File: config.mk
export PLATFORM = sky130hd
export DESIGN_NAME = memcopy_sequencer
export DESIGN_NICKNAME = d
export VERILOG_FILES = /design/src/rtl/memcopy_pkg.sv /design/src/rtl/memcopy_sequencer.sv
export SDC_FILE = /design/constraint.sdc
export NUM_CORES = 1
export LEC_CHECK = 0
export ABC_AREA = 1
export BUFFER_PORTS_ARGS = -buffer_cell sky130_fd_sc_hd__buf_4
export CORE_UTILIZATION = 40
export CTS_CLUSTER_SIZE = 30
export DETAILED_ROUTE_END_ITERATION = 7
export PLACE_DENSITY = 0.64
export SETUP_SLACK_MARGIN = 0.05
export SKIP_CTS_REPAIR_TIMING = 1
export SLEW_MARGIN = 20
export SYNTH_ARGS = -nofsm -noshare
export SYNTH_HDL_FRONTEND = slang
export SYNTH_SLANG_ARGS = --single-unit
export TNS_END_PERCENT = 10
File: constraint.sdc
create_clock -name clk -period 6.5 [get_ports clk]
set_input_delay 0.975 -clock clk [delete_from_list [all_inputs] [get_ports clk]]
set_output_delay 0.975 -clock clk [all_outputs]
set_load 0.02 [all_outputs]
File: src/rtl/memcopy_pkg.sv
// memcopy_pkg
// Shared definitions for the memcopy instruction engine: the sequencer state
// encoding, the word size in bytes and the custom opcode that the decoder
// matches to raise the memcopy control bit.
// No ports (package).
package memcopy_pkg;

  typedef enum logic [1:0] {
    MC_IDLE,
    MC_READ,
    MC_WRITE,
    MC_DONE
  } mc_state_t;

  localparam int         WORD_BYTES  = 4;
  localparam logic [6:0] OPC_MEMCOPY = 7'b1111111;

endpackage

File: src/rtl/memcopy_sequencer.sv
// memcopy_sequencer
// Multi-cycle engine for the memcopy instruction. Copies len words from
// src_addr to dst_addr through the single-port data memory, alternating one
// read cycle and one write cycle per word, lowest address first. The pipeline
// is stalled from the decode cycle until the last write; done pulses the
// cycle after that, when the pipeline is allowed to advance.
//
// Ports:
//   clk, reset           clock (rising edge), synchronous active-high reset
//   memcopy              decoder control bit, high while memcopy is in decode
//   src_addr, dst_addr   word-aligned byte addresses, latched on start
//   len                  number of words to copy, latched on start
//   mem_rdata            memory read data, valid the cycle after mem_read
//   mem_addr, mem_read,
//   mem_write, mem_wdata data-memory port, owned by this block while stall=1
//   stall                freezes PC and decode
//   done                 one-cycle completion pulse
//   error                one-cycle bounds-violation pulse (with done)
//
// Optional feature: define MEMCOPY_BOUNDS_CHECK_EN to reject copies whose
// source or destination range runs past MEM_BYTES. Without it, error is 0 and
// addresses simply wrap modulo 2**ADDR_W.
module memcopy_sequencer
  import memcopy_pkg::*;
#(
  parameter int ADDR_W    = 32,
  parameter int DATA_W    = 32,
  parameter int LEN_W     = 8,
  parameter int MEM_BYTES = 4096
) (
  input  logic              clk,
  input  logic              reset,
  input  logic              memcopy,
  input  logic [ADDR_W-1:0] src_addr,
  input  logic [ADDR_W-1:0] dst_addr,
  input  logic [LEN_W-1:0]  len,
  input  logic [DATA_W-1:0] mem_rdata,
  output logic [ADDR_W-1:0] mem_addr,
  output logic              mem_read,
  output logic              mem_write,
  output logic [DATA_W-1:0] mem_wdata,
  output logic              stall,
  output logic              done,
  output logic              error
);

  localparam int STRIDE = DATA_W / 8;

  mc_state_t         state_q, state_d;
  logic [ADDR_W-1:0] src_q, src_d;
  logic [ADDR_W-1:0] dst_q, dst_d;
  logic [LEN_W-1:0]  len_q, len_d;
  logic [LEN_W-1:0]  idx_q, idx_d;
  logic [ADDR_W-1:0] word_off;
  logic              start_oob;

  // Byte offset of the current word; wraps modulo the address width.
  assign word_off = ADDR_W'(idx_q) * ADDR_W'(STRIDE);

`ifdef MEMCOPY_BOUNDS_CHECK_EN
  logic              err_q, err_d;
  logic [ADDR_W:0]   span;
  logic [ADDR_W:0]   src_end;
  logic [ADDR_W:0]   dst_end;

  // The end addresses get one extra bit so a range that wraps past the top of
  // the address space is still seen as out of bounds.
  assign span      = (ADDR_W+1)'(len) * (ADDR_W+1)'(STRIDE);
  assign src_end   = {1'b0, src_addr} + span;
  assign dst_end   = {1'b0, dst_addr} + span;
  assign start_oob = (src_end > (ADDR_W+1)'(MEM_BYTES)) ||
                     (dst_end > (ADDR_W+1)'(MEM_BYTES));
  assign error     = (state_q == MC_DONE) && err_q;
`else
  logic unused_mem_bytes;

  // MEM_BYTES only sizes the bounds check, which is absent in this build.
  assign unused_mem_bytes = (MEM_BYTES != 0);
  assign start_oob        = 1'b0;
  assign error            = 1'b0;
`endif

  // State and operand registers; reset puts the engine back in IDLE at once,
  // abandoning any copy in flight without a done pulse.
  always_ff @(posedge clk) begin
    if (reset) begin
      state_q <= MC_IDLE;
      src_q   <= '0;
      dst_q   <= '0;
      len_q   <= '0;
      idx_q   <= '0;
`ifdef MEMCOPY_BOUNDS_CHECK_EN
      err_q   <= 1'b0;
`endif
    end else begin
      state_q <= state_d;
      src_q   <= src_d;
      dst_q   <= dst_d;
      len_q   <= len_d;
      idx_q   <= idx_d;
`ifdef MEMCOPY_BOUNDS_CHECK_EN
      err_q   <= err_d;
`endif
    end
  end

  // Next-state and memory-port control. Stall in IDLE follows memcopy
  // combinationally so the instruction is frozen in its decode cycle. DONE
  // ignores memcopy: the pipeline advances there, and the still-asserted
  // control bit of the finished instruction must not start a second copy.
  always_comb begin
    state_d   = state_q;
    src_d     = src_q;
    dst_d     = dst_q;
    len_d     = len_q;
    idx_d     = idx_q;
    mem_addr  = '0;
    mem_read  = 1'b0;
    mem_write = 1'b0;
    mem_wdata = '0;
    stall     = 1'b0;
    done      = 1'b0;
`ifdef MEMCOPY_BOUNDS_CHECK_EN
    err_d     = err_q;
`endif
    unique case (state_q)
      MC_IDLE: begin
        stall = memcopy;
        if (memcopy) begin
          src_d = src_addr;
          dst_d = dst_addr;
          len_d = len;
          idx_d = '0;
`ifdef MEMCOPY_BOUNDS_CHECK_EN
          err_d = start_oob;
`endif
          if ((len == '0) || start_oob) begin
            state_d = MC_DONE;
          end else begin
            state_d = MC_READ;
          end
        end
      end
      MC_READ: begin
        stall    = 1'b1;
        mem_read = 1'b1;
        mem_addr = src_q + word_off;
        state_d  = MC_WRITE;
      end
      MC_WRITE: begin
        stall     = 1'b1;
        mem_write = 1'b1;
        mem_addr  = dst_q + word_off;
        mem_wdata = mem_rdata;
        idx_d     = idx_q + LEN_W'(1);
        if ((idx_q + LEN_W'(1)) == len_q) begin
          state_d = MC_DONE;
        end else begin
          state_d = MC_READ;
        end
      end
      MC_DONE: begin
        done    = 1'b1;
        state_d = MC_IDLE;
`ifdef MEMCOPY_BOUNDS_CHECK_EN
        err_d   = 1'b0;
`endif
      end
      default: begin
        state_d = MC_IDLE;
      end
    endcase
  end

endmodule

## After elaboration in Yosys (flattened, before gate mapping)

Cells that the tools add are included.

| word-level totals | value |
|---|---|
| logic and storage cells | 31 |
| bits of input ports | 107 |
| bits in read-only memories | 0 |
| latch bits | 0 |
| register bits after elaboration | 82 |
| memories kept | 0 |
| output and inout port bits | 69 |
| RAM bits | 0 |

| cells by class | value |
|---|---|
| divide/modulo/power cells | 0 |
| equality and inequality tests | 5 |
| multiply operators | 0 |
| shift operators | 0 |
| mux-type cells | 12 |
| bitwise logic cells | 0 |
| magnitude comparators | 0 |
| add/sub/neg operators | 3 |
| reduce and logical (&&, ||, !) cells | 6 |

Operator list:

| cell | number |
|---|---|
| adder 32 x 10 -> 32 bit | 2 |
| case mux 32 bit (2 select lines) | 1 |
| 2-to-1 mux 32 bit | 1 |
| case mux 8 bit (2 select lines) | 1 |
| adder 8 x 1 -> 8 bit, second input constant | 1 |
| == test 8 bit | 1 |
| zero test 8 bit | 1 |
| 2-to-1 mux 8 bit | 1 |
| case mux 2 bit (4 select lines) | 1 |
| 2-to-1 mux 2 bit | 3 |
| == test 2 bit, second input constant | 2 |
| AND reduction 2 bit | 2 |
| 2-to-1 mux 1 bit | 3 |
| == test 2 x 1 -> 1 bit, second input constant | 1 |
| zero test 2 bit | 1 |
| inequality test 2 bit, second input constant | 1 |
| case mux 1 bit (2 select lines) | 1 |
| nonzero test 2 bit | 1 |
| OR reduction 2 bit | 1 |

## Logic depth before layout (Yosys ltp)

| logic depth | value |
|---|---|
| word-level depth | 4 |
| depth in mapped cells | 23 |
| mapped depth without buffers | 20 |

## Worst setup path before layout

No wires, ideal clock.

| timing path | value |
|---|---|
| path kind | register to output |
| start point | register state_q[0] |
| end point | output mem_addr[22] |
| arrival time | 3.353 ns |
| stages on the path, launching flop included | 23 |
| path buffers | 4 |
| slack | 2.172 ns |
| cell sequence | dfxtp_1 -> inv_1 -> ha_1 -> buf_6 -> buf_6 -> buf_2 -> buf_1 -> nand2_1 -> nand2_1 -> ha_1 -> fa_1 -> nand2_1 -> nand2_1 -> o21ai_0 -> inv_1 -> nand2_1 -> nand2_1 -> nand2_1 -> inv_2 -> nand2_1 -> nor2_4 -> nand3_1 -> a21oi_1 |

| on the way | value |
|---|---|
| longest elaborated chain between the ends | 2 |
| elaborated cells on any way between the ends | 3 |
| classes of those cells | 2 x eq/ne; 1 x mux |

Ends and longest elaborated chain:

| what | line | source |
|---|---|---|
| from (decl) | memcopy_sequencer.sv:49 | `mc_state_t state_q, state_d;` |
| from (signal assigned) | memcopy_sequencer.sv:96 | `state_q <= state_d;` |
| == test 2 bit or == test 2 x 1 -> 1 bit (tied branches) | memcopy_sequencer.sv:126 | `unique case (state_q)` |
| case mux 32 bit (2 select lines) (*) | memcopy_sequencer.sv:126 |  |
| to (decl) | memcopy_sequencer.sv:38 | `output logic [ADDR_W-1:0] mem_addr,` |

Mark *: on every way between the ends. The rest lies on a longest branch, timed or not.

## Worst setup path after layout

Ends and elaborated chain as after synthesis.

==> results.toml <==
[run_status]
status = "finished clean"

[logic_synthesis]
ys_ff_latch = 82
synthArstFlopShare = 0
synth_top_area_share = 0.3314
syn-cell-area_um2 = 4954
yosysSeqAreaShare = 0.3314
synth_area_leaders = "dfxtp_1 33%, nand2_1 13%, nor2_1 11%"
synth_ff_type = "dfxtp_1"
synth.avg_cell_area_um2 = 6.169
syn_nets = 926
postSynthCellCount = 803
synth-edff-count = 0
yosysTopAreaCell = "dfxtp_1"
yosys_warnings = 0
ys_types = 36

[place]
place_area_um2 = 6337
place_ws_ns = 1.951
place.gp.congestion = 0.9172
place_inst = 1112
port_buffers = 174
dpl.hpwl_um = 11030

[global_routing]
grt_remaining_overflow = 0
antenna_found_initial = 0
track_usage = 0.2347
grt_pass1_vias = 4810
grt_max_degree = 101
grt_pass1_wl_um = 23660

[sta]
finalCriticalPeriod_ns = 4.877
finalWorstSetupSlack_ns = 1.623
period_share = 0.7503
hold_violations = 0
setup_violations = 0
rsz0062_at_grt = "no"
fmax_mhz = 205.0
max-slew-margin-rel = 0.3468
final.setup.tns_ns = 0
tightest_slew_ns = 0.9798
whs_ns = 0.4584
fin_skew_ns = 0.006527
slew_violations = 0

[finish]
final_nets = 1078
instances_no_fill = 1128
drive_gt1_frac = 0.2448
fin_area_um2 = 6669
finish.utilization = 0.5529
fill_cells = 1257
n_antenna_cell = 0
area_growth_pct = 34.63

[critical_path]
crit_type = "flop to output pin"
required_ns = 5.52
endpoint_kind = "output pin"
cp_max_fo = 88
r2r_cells = 12
cp-start-kind = "flop"
worst_ep_arrival_time_ns = 3.90

[routing]
wl_um = 14600
vias_per_cell = 4.793
ant_nets = 0
drtPass1Iterations = 5
wire_per_inst_um = 12.94
drc = 0
drtIter0Drc = 317
num_vias = 5407

[die]
core_area_um2 = 12060
fp.dieW_um = 113.3
rows = 40
die_area_um2 = 12830
start_util = 0.4107
io_pins = 176
die_h_um = 113.3

[cts]
ctsHtreeMaxLevel = 3
cts_tree = "done"
cts_buffers = 9
clockRootBuffer = "clkbuf_16"
clkTransAtPathRegs_ns = 0.07
clk_path_buf_depth = 2
cts.sinks = 82
clk_latency_ns = 0.34

[pwr]
p_leak_nw = 3.278
powerDensity_nw_per_um2 = 206.4
peakVddDrop_v = 0.0001144
p_total_mw = 1.377

[hold_path]
hold_depth = 2
hp-class = "flop to flop"

[run]
cap_violations = 0
==> placed cells by master (no fill, tap or decap), drive strengths merged <==
master,netlist,routed
mux2i,1,1
nor3,10,10
conb,1,1
a21o,1,1
o21a,5,5
o21ai,103,103
nor3b,1,1
and2,1,1
nor2,146,146
fa,1,1
a22oi,1,1
nor4,1,1
nand3,30,30
clkinv,1,2
ha,15,15
dfxtp,82,82
inv,110,114
a21oi,66,66
nand4,5,5
buf,15,177
bufinv,0,2
a31oi,2,2
o21bai,3,3
nand2,178,178
or2,3,3
clkbuf,21,9
==> flip-flops by register name, indices dropped and copies added (netlist names) <==
signal,flops
dst_q,32
idx_q,8
state_q,2
len_q,8
src_q,32
==> worst max-delay path: stages (launching register included) <==
cell and delay (ns):
dfxtp_1 0.34, inv_1 0.13, ha_4 0.78, inv_2 0.24, nand2_1 0.12, nand2_1 0.06, ha_1 0.20, fa_1 0.40
nand2_1 0.09, nand2_1 0.05, o21ai_0 0.10, inv_1 0.10, nand2_1 0.06, nand2_1 0.09, nand2_1 0.13, inv_2 0.06
nand2_1 0.13, nor2_4 0.08, nand3_1 0.07, nand2_1 0.05, a21oi_1 0.12, buf_4 0.15
==> cells by family (layout without fill, tap and decap cells) <==
kind of cell / count (synthesis) / after routing / share of synthesized area
other: 1 / 1 / 0.0007570
adders and majority gates: 16 / 16 / 0.04193
AOI/OAI and AO/OA: 181 / 181 / 0.1978
DFF: 82 / 82 / 0.3314
buffers and inverters: 147 / 304 / 0.1185
muxes: 1 / 1 / 0.002021
and+or+nand+nor: 375 / 375 / 0.3077
==> cell usage after synthesis, types with 2 or more instances <==
| cell type | count |
|---|---|
| nand2_2 | 3 |
| nor3_1 | 10 |
| nor2_2 | 3 |
| nand2_1 | 175 |
| inv_2 | 15 |
| nor2_4 | 3 |
| a21oi_1 | 65 |
| nor2_1 | 140 |
| o21ai_0 | 82 |
| buf_1 | 6 |
| inv_1 | 95 |
| o21ai_2 | 11 |
| nand3_1 | 30 |
| o21bai_1 | 3 |
| a31oi_1 | 2 |
| or2_2 | 3 |
| dfxtp_1 | 82 |
| buf_2 | 4 |
| nand4_1 | 5 |
| o21a_1 | 4 |
| clkbuf_1 | 21 |
| o21ai_1 | 10 |
| buf_6 | 3 |
| buf_4 | 2 |
| ha_1 | 15 |
==> metal layers <==
| layer | up-vias | GRT usage | wire length [um] |
|---|---|---|---|
| li1 | 2849 | - | - |
| met1 | 2371 | 0.3237 | 7128 |
| met5 | - | 0 | 0 |
| met3 | 17 | 0.04446 | 944 |
| met4 | 0 | 0.08947 | 231 |
| met2 | 170 | 0.3624 | 6291 |
==> path summary, 6_finish.rpt <==
kind	from	endpoint	slack [ns]
hold reg to reg	src_q[17]	src_q[17]	0.46
setup / recovery	state_q[0]	mem_addr[22]	1.62
setup reg to reg	state_q[0]	state_q[1]	4.01
hold / removal	src_q[17]	src_q[17]	0.46
==> report_power, final <==
part	switching [mW]	internal, mW
sequential	0.0196	0.544
combinational	0.150	0.103
clock	0.216	0.344
total	0.385	0.991
==> area by class of cell <==
class,count,area [um^2],share of cell area
clock buffer,9,225.2,0.03377
inverter,111,416.7,0.06248
tap,168,210.2,0.03152
timing repair buffer,177,1329,0.1992
multi-input combinational,574,2740,0.4109
clock inverter,7,106.4,0.01595
sequential,82,1642,0.2462
No activity file was read; power rests on OpenSTA's default activity.
